[src/rtl/ee354_ssd_scan_driver.sv]
// Four-digit multiplexed seven-segment scan driver with dead-time between digits,
// frame-synchronous digit commit (no tearing) and optional leading-zero blanking.
module ee354_ssd_scan_driver #(
  parameter int SCAN_DIV_BITS = 18,
  parameter int DEAD_CYC      = 256
) (
  input  logic        Clk,
  input  logic        Reset,
  input  logic        Load,
  input  logic [15:0] Digits,
  input  logic        Blank_En,
  input  logic [3:0]  Dp_Mask,
  output logic [3:0]  An,
  output logic [7:0]  Cathodes,
  output logic        Pending
);

  typedef enum logic {DEAD, DRIVE} slot_state_t;

  localparam logic [SCAN_DIV_BITS-1:0] PRESC_MAX = '1;
  localparam logic [SCAN_DIV_BITS-1:0] PRESC_ONE = SCAN_DIV_BITS'(1);
  localparam logic [SCAN_DIV_BITS-1:0] DEAD_LIM  = SCAN_DIV_BITS'(DEAD_CYC);

  logic [SCAN_DIV_BITS-1:0] presc_q, presc_d;
  logic [1:0]               slot_q, slot_d;
  slot_state_t              state_q, state_d;
  logic [15:0]              stage_q, stage_d;
  logic [15:0]              shadow_q, shadow_d;
  logic                     pending_q, pending_d;
  logic [3:0]               an_q, an_d;
  logic [7:0]               cath_q, cath_d;

  logic       wrap, frame_end;
  logic       zero3, zero2, zero1;
  logic [3:0] nib;
  logic       blank;
  logic [6:0] seg;

  function automatic logic [6:0] hex_to_seg(input logic [3:0] hex);
    case (hex)
      4'h0: hex_to_seg = 7'b0000001;
      4'h1: hex_to_seg = 7'b1001111;
      4'h2: hex_to_seg = 7'b0010010;
      4'h3: hex_to_seg = 7'b0000110;
      4'h4: hex_to_seg = 7'b1001100;
      4'h5: hex_to_seg = 7'b0100100;
      4'h6: hex_to_seg = 7'b0100000;
      4'h7: hex_to_seg = 7'b0001111;
      4'h8: hex_to_seg = 7'b0000000;
      4'h9: hex_to_seg = 7'b0000100;
      4'hA: hex_to_seg = 7'b0001000;
      4'hB: hex_to_seg = 7'b1100000;
      4'hC: hex_to_seg = 7'b0110001;
      4'hD: hex_to_seg = 7'b1000010;
      4'hE: hex_to_seg = 7'b0110000;
      default: hex_to_seg = 7'b0111000;
    endcase
  endfunction

  // Outputs are registered from next-cycle values so An/Cathodes line up with the prescaler.
  always_comb begin
    presc_d   = presc_q + PRESC_ONE;
    wrap      = (presc_q == PRESC_MAX);
    frame_end = wrap && (slot_q == 2'd0);
    slot_d    = wrap ? slot_q - 2'd1 : slot_q;

    state_d = state_q;
    case (state_q)
      DEAD:  state_d = (presc_d >= DEAD_LIM) ? DRIVE : DEAD;
      DRIVE: state_d = wrap ? DEAD : DRIVE;
    endcase

    stage_d   = stage_q;
    shadow_d  = shadow_q;
    pending_d = pending_q;
    if (frame_end) begin
      if (Load) begin
        shadow_d = Digits;
        stage_d  = Digits;
      end else if (pending_q) begin
        shadow_d = stage_q;
      end
      pending_d = 1'b0;
    end else if (Load) begin
      stage_d   = Digits;
      pending_d = 1'b1;
    end

    zero3 = (shadow_d[15:12] == 4'h0);
    zero2 = zero3 && (shadow_d[11:8] == 4'h0);
    zero1 = zero2 && (shadow_d[7:4] == 4'h0);

    nib   = shadow_d[3:0];
    blank = 1'b0;
    case (slot_d)
      2'd3: begin nib = shadow_d[15:12]; blank = Blank_En && zero3; end
      2'd2: begin nib = shadow_d[11:8];  blank = Blank_En && zero2; end
      2'd1: begin nib = shadow_d[7:4];   blank = Blank_En && zero1; end
      default: begin nib = shadow_d[3:0]; blank = 1'b0; end
    endcase
    seg = blank ? 7'b1111111 : hex_to_seg(nib);

    an_d   = 4'b1111;
    cath_d = 8'hFF;
    if (state_d == DRIVE) begin
      an_d   = ~(4'b0001 << slot_d);
      cath_d = {seg, ~Dp_Mask[slot_d]};
    end
  end

  always_ff @(posedge Clk) begin
    if (Reset) begin
      presc_q   <= '0;
      slot_q    <= 2'd3;
      state_q   <= DEAD;
      stage_q   <= 16'h0000;
      shadow_q  <= 16'h0000;
      pending_q <= 1'b0;
      an_q      <= 4'b1111;
      cath_q    <= 8'hFF;
    end else begin
      presc_q   <= presc_d;
      slot_q    <= slot_d;
      state_q   <= state_d;
      stage_q   <= stage_d;
      shadow_q  <= shadow_d;
      pending_q <= pending_d;
      an_q      <= an_d;
      cath_q    <= cath_d;
    end
  end

  assign An       = an_q;
  assign Cathodes = cath_q;
  assign Pending  = pending_q;

endmodule

[config.mk]
export PLATFORM = sky130hd
export DESIGN_NAME = ee354_ssd_scan_driver
export DESIGN_NICKNAME = d
export VERILOG_FILES = /design/src/rtl/ee354_ssd_scan_driver.sv
export SDC_FILE = /design/constraint.sdc
export NUM_CORES = 1
export LEC_CHECK = 0
export CAP_MARGIN = 10
export CORE_ASPECT_RATIO = 1.2
export CORE_MARGIN = 8
export CORE_UTILIZATION = 35
export CTS_CLUSTER_SIZE = 25
export DETAILED_ROUTE_END_ITERATION = 10
export GPL_TIMING_DRIVEN = 0
export SYNTH_ARGS = -nofsm -noshare
export SYNTH_HDL_FRONTEND = slang
export SYNTH_SLANG_ARGS = --single-unit
[constraint.sdc]
create_clock -name Clk -period 5.6 [get_ports Clk]
set_input_delay 1.68 -clock Clk [delete_from_list [all_inputs] [get_ports Clk]]
set_output_delay 1.68 -clock Clk [all_outputs]
set_load 0.01 [all_outputs]
==> results summary, run 1 <==
Counting cells, the worst reg-to-reg path comes to 18. The number of nets in the final layout is between 400 and 500. In the synthesized netlist the dominant register cell turns out to be dfxtp_1. The final cell utilization of the core came out at between 40 and 50%. During placement, the flow inserted port buffers numbering 35. The area of the die came out at roughly 13000 um2. In the post-synthesis netlist, the biggest area contributors are dfxtp_1 (38%), nor2_1 (6.2%), mux2i_1 (5.2%), ha_1 (4.3%), nand3_1 (3.5%). The arrival time of data at the critical path endpoint came out at 5270 ps.

At the later pin of the worst-skew pair, clock insertion delay measures approximately 330 ps. The layout overhead on the synthesized area is 22.9%. The maximum number of pins on one net before global-route repair is 12. TritonCTS built the clock tree.

The first routing iteration left 149 violations. After detailed routing, the number of vias per cell comes to about 5.4. The clock share of power came out at 49.7%. Yosys mapped a number of flops with a built-in enable equal to 0. The sequential power share came out at between 40% and 50%. The DRC violation count after routing came out at 0.

The footprint of the multi-input gates is slightly below 2000 um2. After detailed routing, the average wire length per cell comes to approximately 16 um. Setup repair after global routing left no endpoint under its margin. The measured slew at the worst slew-check pin came out at just over 800 ps.

Global routing used between 10 and 15% of the available tracks across all layers. The clock transition at the registers of the reported paths is roughly 50 ps. The site row count is 40. Combinational logic burns between 5 and 6% of the power. The final design instance area without fill came out at ~4300 um2. The count of inserted antenna diode cells came out at 0.

The proportion of synthesized flip-flops having asynchronous set or reset came out at 0%. The register area came out at 1320 um2. The register-to-register setup slack came out at approximately 600 ps. The number of global-route vias before repair is ~3000. The last weighted congestion value of the routability-driven placer is a little under 0.9.

Summed over all layers, the routed wires come to about 9.3 mm. The clock sink count is 66. Setup slack on the critical path of the routed design comes to around 600 ps.

The critical path class is in2reg. The clock tree root buffer cell is clkbuf_16. 37 I/O pins were placed. The cell area after synthesis is 3460 um2. The residual overflow from global routing came out at 0. Setup violations remaining at the end of the flow were counted as 0.

The Yosys warning count is 0. The chip height came out at between 100 and 150 um. The post-placement setup slack is 333 ps. For this configuration, the core starts out at a cell density of between 30% and 40%. The final-layout setup total negative slack came out at 0 ps. The total of fill cells in the finished design is approximately 980.

The final critical path takes up around 90% of the cycle. The largest clock skew in the final design came out at 7.36 ps. The final total power is between 1 and 1.5 mW.

The number of hold buffers added after cts came out at 0. The synthesized design spends more area on one cell type than any other, namely dfxtp_1. After synthesis, the largest area contributor takes up 38.1% of total cell area. The startpoint identified for the worst hold timing path is presc_q[0]$_SDFF_PP0_. The hold violation count in the final report came out at 0. Buffers inserted during clock tree synthesis total 9. The number of gates given a new drive strength after cts is 0.

The detail route stage leaves a number of antenna-violating nets equal to 0. The number of max-slew violations in the final report came out at 0. The number of vias after detailed routing came out at roughly 3100. The worst setup path is captured at a register.

STA classifies the critical path startpoint as an input pin. The ratio of total power to cell area came out at about 260 nW/um2. The detailed placement HPWL came out at between 6 and 7 mm. The path with the worst hold slack has its endpoint at presc_q[0]$_SDFF_PP0_. Once placement finished, the instance area stood at around 4000 um2. The leakage power is about 1.7 nW. The standard cell core area came out at 9810 um2. The x dimension of the die came out at around 110 um. The number of buffers inserted to repair setup after CTS came out at 0. The worst reg2reg path startpoint is presc_q[0]$_SDFF_PP0_.

The share of total power consumed by net switching is a little over a fifth. The first-pass iteration count of the detailed router came out at 4. The tightest min-delay check is of the reg2reg type.

The total internal power came out at 0.851 mW. The number of storage elements in the synthesis netlist is 66. The synthesized netlist cell count is between 300 and 400. When the netlist entered floorplanning its net count stood at 435. The data required time at the worst endpoint is between 5000 and 6000 ps. The clock period could shrink to about 5000 ps. The worst register-to-register path ends at Cathodes[7]$_SDFF_PP1_. Averaged over all synthesized cells, the footprint is just under 9 um2. The part of the Yosys area used for sequential elements is 38.1%. The hold path depth came out at 1. For this design the total switching power over the nets is around 0.24 mW. The normalized max-slew margin came out at between 40 and 50%. The run finished with clean final reports. The buffer levels on the longest clock path came out at 2. In this run the worst path has a maximum fanout of 10. The first-pass GRT wire length is 15.3 mm. The maximum achievable frequency is 0.200 GHz. The number of maximum-capacitance violations came out at 0. The H-tree generated during clock tree synthesis spans 3 levels. The distinct cell type count after synthesis came out at ~60. The initial antenna violation count is 0. IR analysis of the VDD net gives a maximum drop of between 0.1 and 0.15 mV. Cells with a size suffix above 1 make up under 10% of the layout.
-- stage by stage --
step | hold WS (ps) | instances
finish | 458 | 576
global route | 505 | 576
CTS | 460 | 576
detailed placement | 447 | 560
global placement | 443 | 560
floorplan | 426 | 399
-- layer usage --
layer	vias to the layer above	GRT usage, %	wire, um	part of all wire, %
li1	1538	-	-	-
met5	-	0	0	0
met1	1485	15.8	3970	43
met2	75	23.6	4720	51
met4	0	9.21	190	2.1
met3	17	3.55	388	4.2
-- Yosys cell counts, types with 5 or more instances --
library cell and n:
nand3_1 24, a21o_1 9, dfxtp_1 66, xor2_1 10, a21oi_1 6, ha_1 12, buf_2 8, nand4_1 8
inv_1 21, clkbuf_1 17, xnor2_1 7, nand2b_1 5, a41oi_1 7, mux2i_1 18, nand2_1 20, and3_1 7
o221ai_1 13, o21ai_0 6, o21bai_1 5, nor2_1 57
-- kinds of logic after synthesis --
family                   count (synthesis)  synth area share, %
AND/OR/NAND/NOR                        158                 23.4
adder cells (fa/ha/maj)                 12                 4.33
multiplexers                            22                 6.83
AO/OA/AOI/OAI                           76                 17.6
XOR/XNOR                                17                 4.30
buffers and inverters                   48                 5.49
flip-flops                              66                 38.1
-- sequential cells by signal (all words and copies together), names as in the netlist --
register	count
An	4
Cathodes	8
Pending	1
presc_q	18
shadow_q	16
slot_q	2
stage_q	16
state_q	1
-- cell type report --
class / count / area share [%]
plain buffers: 27 / 2.61
clock buffers: 10 / 5.38
clock inverters: 6 / 1.35
inverters: 21 / 1.85
multi-input cells: 285 / 45.9
flip-flops and latches: 66 / 31.0
well taps: 126 / 3.70
repair buffers: 35 / 8.23
-- worst max path at each step --
stage                                      from                endpoint  slack (ps)
after floorplan           presc_q[0]$_SDFF_PP0_  Cathodes[7]$_SDFF_PP1_        1520
after global placement                     Load  Cathodes[4]$_SDFF_PP1_         350
after detailed placement                   Load  Cathodes[4]$_SDFF_PP1_         330
after CTS                 presc_q[0]$_SDFF_PP0_  Cathodes[7]$_SDFF_PP1_         570
after global routing      presc_q[0]$_SDFF_PP0_  Cathodes[7]$_SDFF_PP1_         150
final                                      Load  Cathodes[4]$_SDFF_PP1_         600
-- power by group through the flow --
stage	Combinational (mW)	Clock (mW)	Sequential, mW
6_report	0.0639	0.542	0.484
5_1_grt	0.0703	0.575	0.485
4_1_cts	0.0644	0.554	0.484
3_5_place_dp	0.0641	0	0.494
3_3_place_gp	0.0625	0	0.494
2_1_floorplan	0.0336	0	0.493
-- cells in the final DEF, fill, tap and decap left out, types with 5 or more instances in the layout --
master / n
xnor2_1: 7
a21oi_1: 6
o221ai_1: 13
clkbuf_16: 9
a41oi_1: 7
inv_1: 21
nand2_1: 20
clkbuf_1: 18
o21bai_1: 5
clkdlybuf4s50_1: 35
a21o_1: 9
ha_1: 12
nand2b_1: 5
nand4_1: 8
mux2i_1: 18
nand3_1: 24
and3_1: 7
o21ai_0: 6
nor2_1: 57
buf_2: 8
dfxtp_1: 66
xor2_1: 10
-- critical path, cell delays in order --
cell	delay (ps)
clkdlybuf4s50_1	580
clkbuf_1	390
nand3_1	310
clkbuf_1	340
o221ai_1	380
o221ai_1	170
o21ai_0	500
inv_1	180
ha_1	330
mux2i_1	60
mux2_2	270
nand2_1	60
Power figures use the tool's default switching activity.
==> run 2: changes to the inputs <==
--- a/config.mk
+++ b/config.mk
@@ -5,6 +5,7 @@
 export SDC_FILE = /design/constraint.sdc
 export NUM_CORES = 1
 export LEC_CHECK = 0
+export ABC_AREA = 1
 export CAP_MARGIN = 10
 export CORE_ASPECT_RATIO = 1.2
 export CORE_MARGIN = 8
==> run 2 against run 1 <==
Against the previous run: sequential share of layout area barely moved; worst hold slack improved by 8.2 ps; clock-buffer cell count rose by 2; synthesized cell count rose by 30%; cell count rose by 20%; combinational power fell by 4.9%; first-iteration DRC count fell by 4.0%; fmax rose by 37%; non-clock buffer count fell by 15; die area rose by 0.28%; core utilization fell by 0.21 points; critical path type unchanged; largest power group unchanged.
==> results summary, run 2 <==
The critical path is of the in2reg type. The largest clock skew in the final design is 6.64 ps (-0.724 ps). STA classifies the critical path endpoint as a register.

The worst supply voltage drop on vdd was 0.141 mV (+0.45%). The number of global-route vias before repair is 3304 (+7.2%). The number of enable flip-flop cells after synthesis came out at 0 (unchanged). The final-layout setup total negative slack is 0 ps (unchanged). The detailed placement HPWL is 6.62 mm (-2.1%).

The number of nets in the final layout is 598 (+24%). The number of buffers inserted to repair setup after CTS came to 0 (unchanged). The first-pass iteration count of the detailed router came out at 4 (unchanged). The maximum number of pins on one net before global-route repair is 11 (-1). The count of inserted antenna diode cells is 0 (unchanged). The kind of start point of the critical path is an input pin. The chip height was 125 um (+0.14%). The leakage power was 1.94 nW (+15%). TritonCTS built the clock tree. The proportion of synthesized flip-flops having asynchronous set or reset is 0% (unchanged). The data required time at the worst endpoint came out at 5820 ps (-50 ps). The DRC violation count after routing came out at 0 (unchanged). The number of vias after detailed routing is 3331 (+6.9%). The register area came out at 1320 um2 (unchanged).

The clock sink count came out at 66 (unchanged). The worst hold-check path type is reg2reg. After synthesis, the most frequently instantiated cells are nand2_1 (201), dfxtp_1 (66), inv_1 (53).

The clock buffer count from CTS came out at 9 (unchanged). The effective utilization at floorplan came to 35.3% (-0.065 points). The number of gates given a new drive strength after cts came out at 0 (unchanged). The part of the Yosys area used for sequential elements came out at 38.0% (-0.12 points). The final total power came out at 1.09 mW (+0.36%). The share of the clock period used by the worst path is 65.1% (-24 points). The buffer levels on the longest clock path is 2 (unchanged). The cell area after synthesis is 3480 um2 (+0.33%). The largest registers in the layout are presc_q: 18 flops, shadow_q: 16 flops, stage_q: 16 flops. The x dimension of the die came out at 107 um (+0.14%). The first-pass GRT wire length came out at 15.0 mm (-1.7%).

The Yosys warning count came out at 0 (unchanged). The clock transition at the registers of the reported paths came out at 50 ps (about the same). The synthesized netlist cell count is 517 (+30%). In the synthesized netlist the dominant register cell turns out to be dfxtp_1. The detail-routed via count per cell came out at 4.81 (-11%). Setup repair after global routing left no endpoint under its margin. The footprint of the multi-input gates came out at 1880 um2 (-3.7%). The fraction of final layout cells with drive strength greater than 1 is 7.77% (-0.67 points). The measured slew at the worst slew-check pin came out at 586 ps (-229 ps). The count of routing violations after the opening detailed-route iteration came out at 143 (-4.0%). The insertion delay of the later-clocked pin in the worst-skew pair came out at 330 ps (about the same). The post-synthesis area per instance came to 6.72 um2 (-23%). The total of fill cells in the finished design is 1027 (+4.6%). The layout overhead on the synthesized area is 22.6%. The normalized max-slew margin is 60.9% (+15 points).

By area the synthesized netlist is led by dfxtp_1 (38%), nand2_1 (22%), inv_1 (5.7%), nor2_1 (5.5%), ha_1 (4.3%). The routed length per placed instance came to 12.5 um (-22%). The site row count came out at 40 (unchanged). The final routed wirelength across all metal layers is 8.63 mm (-6.9%). The post-route minimum period is 3650 ps (-1350 ps). The maximum achievable frequency came out at 0.274 GHz (+37%). The number of flip-flops under the largest register name is 18 (unchanged). The last weighted congestion value of the routability-driven placer came out at 0.856 (-3.2%). The final design instance area without fill is 4260 um2 (about the same). The number of hold buffers added after cts came out at 0 (unchanged). The number of storage elements in the synthesis netlist is 66 (unchanged). The arrival time of data at the critical path endpoint is 3860 ps (-1410 ps).

The area share of the leading cell type in the synthesized netlist came out at 38.0% (-0.12 points). The hold violation count in the final report came out at 0 (unchanged). The global routing usage summed across all routing layers was 13.9% (-0.33 points). The ratio of total power to cell area came out at 257 nW/um2 (+0.33%). The total I/O pin count came out at 37 (unchanged). The total of endpoints with negative setup slack in the final report is 0 (unchanged).

The flow ran to the end, and the final reports show no timing, DRC or antenna violations. The synthesized design spends more area on one cell type than any other, namely dfxtp_1. More flip-flops sit in one register than any other, and that register is presc_q.

The distinct cell type count after synthesis is 38 (-38%). The initial antenna violation count is 0 (unchanged). The top cell types in the final layout, fill and taps aside, are nand2_1 (201), dfxtp_1 (66), inv_1 (53), nor2_1 (51), clkdlybuf4s50_1 (34).

The highest fanout seen on the critical path came out at 10 (unchanged). The number of levels the H-tree was split into came out at 3 (unchanged). The number of maximum-capacitance violations came out at 0 (unchanged). The library cell with the highest instance count after synthesis is nand2_1. The residual overflow from global routing came out at 0 (unchanged). The tree is rooted in a clkbuf_16.

The antenna violation net count after detailed routing is 0 (unchanged). The total placed instance area is 3970 um2 (about the same). The most common cell after layout, fill and taps aside is nand2_1. The number of max-slew violations in the final report came out at 0 (unchanged). The standard cell core area came out at 9860 um2 (+0.51%). The post-synth net total came out at 553 (+27%). The area of the die is 13400 um2 (+0.28%). The port buffer count is 34 (-2.9%).
run 2: changes by cell type in the layout (fill, tap and decap cells not counted), moves of 9 or more:
cell / change
nand2_1: +181
inv_1: +32
clkbuf_1: -10
a21o_1: -9
o221ai_1: -13
mux2i_1: -17
a21oi_1: +20
run 2: metal layers:
metal	up-vias	track usage, %	wire length, um
met2	57	24.6	4480
met1	1542	14.6	3540
met5	-	0	0
met3	28	2.98	316
met4	0	8.46	291
li1	1704	-	-
run 2: stage by stage:
step	std cells	util, %	hold WS [ps]	worst slack, ps
6_report	692	43.2	466	1950
5_1_grt	692	43.2	486	1540
4_1_cts	692	43.2	461	1950
3_5_place_dp	677	40.3	453	1620
3_3_place_gp	677	40.3	448	1620
2_1_floorplan	517	-	438	2020
run 2: logic make-up after synthesis:
logic type / count (synthesis) / synth area share, %
buffers and inverters: 68 / 7.85
XOR/XNOR: 9 / 2.27
flip-flops: 66 / 38.0
AND/OR/NAND/NOR: 310 / 38.3
adder cells (fa/ha/maj): 12 / 4.32
AO/OA/AOI/OAI: 51 / 8.93
multiplexers: 1 / 0.288
run 2: path summary, 6_finish.rpt:
path / from / endpoint / slack, ps / cells past startpoint
worst min register to register: stage_q[10]$_SDFFE_PP0P_ / stage_q[10]$_SDFFE_PP0P_ / 470 / 2
worst min-delay path: stage_q[10]$_SDFFE_PP0P_ / stage_q[10]$_SDFFE_PP0P_ / 470 / 2
worst max register to register: presc_q[0]$_SDFF_PP0_ / Cathodes[4]$_SDFF_PP1_ / 2030 / 19
worst max-delay path: Load / Cathodes[4]$_SDFF_PP1_ / 1950 / 15
run 2: final cells by class:
class	count	area share, %
buffer	13	1.56
clock buffer	12	5.79
clock inverter	3	0.940
inverter	55	4.85
multi-input combinational	383	44.2
sequential	66	31.0
tap	126	3.70
timing repair buffer	34	7.99
run 2: report_power, final:
group / internal, mW / total [mW] / switching, mW
clock: 0.353 / 0.549 / 0.196
combinational: 0.0268 / 0.0608 / 0.0340
sequential: 0.479 / 0.485 / 0.00588
run 2: worst max-delay path: stages:
cell	delay (ps)
clkbuf_1	220
inv_1	260
buf_2	270
nand2_1	90
o21a_1	190
o22ai_2	170
nor2_1	70
nor2_1	230
ha_1	290
inv_1	70
nand3_1	90
nand3_1	100
nand2_1	50
inv_1	40
nand2_1	30
==> run 3: changes to the inputs <==
==> constraint.sdc (replaced) <==
create_clock -name Clk -period 3.75 [get_ports Clk]
set_input_delay 1.125 -clock Clk [delete_from_list [all_inputs] [get_ports Clk]]
set_output_delay 1.125 -clock Clk [all_outputs]
set_load 0.01 [all_outputs]
==> run 3 against run 2 <==
Against the previous run: sequential cell count unchanged; clock-buffer cell count unchanged; routed wire length up 0.41%; register-to-register slack worse by 1600 ps; sequential share of layout area down 0.25 points; final area up 0.82%; clock skew about the same; core utilization up 0.36 points; non-clock buffer count unchanged; combinational power up 50%; critical path depth up 4; largest power group unchanged; highest routed layer unchanged.
==> results summary, run 3 (synthesis gave the netlist of run 2 again) <==
The flow ran to the end, and the final reports show no timing, DRC or antenna violations. The normalized max-slew margin is 60.7% (-0.20 points). The total placed instance area is 3970 um2 (unchanged). The number of vias after detailed routing came to 3327 (-0.12%). CTS placed an instance of clkbuf_16 at the clock tree root. The delay of the slowest cell on the worst path came out at 400 ps (+110 ps).

The largest clock skew in the final design came out at 6.35 ps (-0.290 ps). The antenna violation net count after detailed routing is 0 (unchanged). The register with the most flip-flops in the final layout is presc_q. The part of the power in combinational logic was 5.6% (about the same).

The number of levels the H-tree was split into came to 3 (unchanged). The met3 layer usage reported by global route is 2.98% (unchanged). The last weighted congestion value of the routability-driven placer is 0.856 (unchanged).

Counting I/O delays and the setup requirement, the final critical path takes about 3300 ps. The routed length per placed instance is 12.5 um (+0.41%). The global routing usage summed across all routing layers is 13.9% (unchanged).

The met2 track utilization from global routing is 24.6% (unchanged). The top cell types in the final layout, fill and taps aside, are nand2_1 (201), dfxtp_1 (66), inv_1 (53), nor2_1 (49), clkdlybuf4s50_1 (34). The layout overhead on the synthesized area is 23.6%. The total internal power is 1.28 mW (+49%). The global routing stage identified its most utilized layer as met2. The maximum achievable frequency is approximately 0.3 GHz. The standard cell core area is 9860 um2 (unchanged).

The final-layout setup total negative slack is 0 ps (unchanged). The sequential power share is 44.2% (about the same). The global routing usage on met1 is 14.6% (unchanged).

The final routed wirelength across all metal layers came out at 8.66 mm (+0.41%). The total I/O pin count came out at 37 (unchanged). The worst supply voltage drop on vdd is 0.211 mV (+50%). The total of fill cells in the finished design came out at 1024 (-0.29%).

The clock share of power is 50.2% (about the same). The clock sink count came to 66 (unchanged). The critical path goes through ha_1 > nand2_1 > nor2_4 > nand2_4 > nor2_8 > nand2_1 > o21ai_2 > inv_1 > ha_2 > inv_1 > nand2_1 > o21ai_2 > ha_1 > inv_1 > nand3_1 > nand3_1 > nand2_1 > inv_1 > nand2_1.

The worst hold-check path type is reg2reg. The total of endpoints with negative setup slack in the final report is 0 (unchanged). The first-pass GRT wire length is 15.0 mm (unchanged). The highest fanout seen on the critical path is 9 (-1). The number of max-slew violations in the final report came out at 0 (unchanged). The initial antenna violation count came out at 0 (unchanged). The detailed placement HPWL came out at 6.62 mm (unchanged). The nature of the critical path endpoint is a register. The port buffer count is 34 (unchanged). The first-pass iteration count of the detailed router is 4 (unchanged). The sum of buffers and inverters on the critical path is 4 (-1). The number of flip-flops under the largest register name is 18 (unchanged). The chip height came out at 125 um (unchanged). The x dimension of the die is 107 um (unchanged). The buffer levels on the longest clock path came to 2 (unchanged). The count of inserted antenna diode cells is 0 (unchanged).

The data required time at the worst endpoint is 3970 ps (-1850 ps). STA classifies the critical path startpoint as a register. The maximum number of pins on one net before global-route repair is 11 (unchanged). The residual overflow from global routing is 0 (unchanged).

The worst setup path is of the reg2reg kind. The effective utilization at floorplan is 35.3% (unchanged). The number of hold buffers added after cts came out at 0 (unchanged). The site row count is 40 (unchanged). The arrival time of data at the critical path endpoint came out at 3520 ps (-340 ps). The hold violation count in the final report is 0 (unchanged). The number of global-route vias before repair is 3304 (unchanged). The leakage power was 1.94 nW (-0.15%).

The most common cell after layout, fill and taps aside is nand2_1. The share of the clock period used by the worst path is 88.1%. In this design, the largest share of critical-path delay is due to simple AND/OR/NAND/NOR gates. The count of routing violations after the opening detailed-route iteration is 118 (-17%). The ratio of total power to cell area came out at 381 nW/um2 (+48%). The area of the die came out at 13400 um2 (unchanged). The detail-routed via count per cell is 4.81 (-0.12%).

The insertion delay of the later-clocked pin in the worst-skew pair is 330 ps (about the same). The share of total power consumed by net switching is 21.7% (+0.090 points). The measured slew at the worst slew-check pin came out at 589 ps (+2.99 ps).

The clock transition at the registers of the reported paths came out at 50 ps (about the same). The clock buffer count from CTS came out at 9 (unchanged). The number of maximum-capacitance violations is 0 (unchanged). The number of nets in the final layout is 598 (unchanged). The largest registers in the layout are presc_q: 18 flops, shadow_q: 16 flops, stage_q: 16 flops. The cell type with the highest occurrence count on the critical path is nand2_1. The power dissipated by switching net loads is 0.355 mW (+50%).

The fraction of final layout cells with drive strength greater than 1 came to 9.01% (+1.2 points). TritonCTS built the clock tree. On the critical path, the stage with the largest delay is an instance of dfxtp_1.

The DRC violation count after routing came to 0 (unchanged). The final design instance area without fill was 4300 um2 (+0.82%).
-- run 3: cell counts in the layout (fill, tap and decap cells not counted) --
Identical to the previous run, type by type.
-- run 3: worst paths after layout --
check                           from                      end  slack [ps]  depth (start not counted)
min reg2reg  stage_q[7]$_SDFFE_PP0P_  stage_q[7]$_SDFFE_PP0P_         470                          2
min          stage_q[7]$_SDFFE_PP0P_  stage_q[7]$_SDFFE_PP0P_         470                          2
max            presc_q[0]$_SDFF_PP0_   Cathodes[4]$_SDFF_PP1_         450                         19
max reg2reg    presc_q[0]$_SDFF_PP0_   Cathodes[4]$_SDFF_PP1_         450                         19
-- run 3: repair_timing --
action,4_1_cts,5_1_grt
buffers inserted,0,0
gates resized for setup,0,9
setup endpoints to repair,0,7
-- run 3: through the flow --
stage | hold WS [ps] | total power, mW | utilization, % | setup WS (ps) | instances
2_1_floorplan | 438 | 0.786 | - | 728 | 517
3_3_place_gp | 448 | 0.828 | 40.3 | 193 | 677
3_5_place_dp | 453 | 0.830 | 40.3 | 180 | 677
4_1_cts | 461 | 1.65 | 43.2 | 162 | 692
5_1_grt | 486 | 1.70 | 43.6 | -23.8 | 692
6_report | 467 | 1.64 | 43.6 | 445 | 692
-- run 3: final cells by class --
class / count / area [um2] / share of cell area [%]
buffer: 13 / 66.3 / 1.54
clock buffer: 12 / 246 / 5.74
clock inverter: 3 / 40.0 / 0.932
inverter: 55 / 206 / 4.81
multi-input combinational: 383 / 1920 / 44.6
sequential: 66 / 1320 / 30.8
tap: 126 / 158 / 3.67
timing repair buffer: 34 / 340 / 7.92
-- run 3: layer usage --
layer | wire length [um] | vias to the layer above | share of wire [%]
met5 | 0 | - | 0
met4 | 312 | 0 | 3.6
met3 | 267 | 27 | 3.1
met2 | 4500 | 50 | 52
met1 | 3580 | 1546 | 41
li1 | - | 1704 | -
-- run 3: worst register-to-register path, cell delays in order (launching register included) --
cell and delay, ps:
dfxtp_1 400, ha_1 200, nand2_1 120, nor2_4 170, nand2_4 100, nor2_8 210
nand2_1 200, o21ai_2 250, inv_1 150, ha_2 250, inv_1 150, nand2_1 100
o21ai_2 240, ha_1 280, inv_1 70, nand3_1 90, nand3_1 100, nand2_1 50
inv_1 40, nand2_1 30
-- run 3: power groups by stage --
stage / clock [mW] / sequential (mW) / combinational [mW]
after floorplan: 0 / 0.736 / 0.0499
after global placement: 0 / 0.738 / 0.0900
after detailed placement: 0 / 0.738 / 0.0913
after CTS: 0.840 / 0.723 / 0.0919
after global routing: 0.876 / 0.725 / 0.103
final: 0.821 / 0.724 / 0.0910
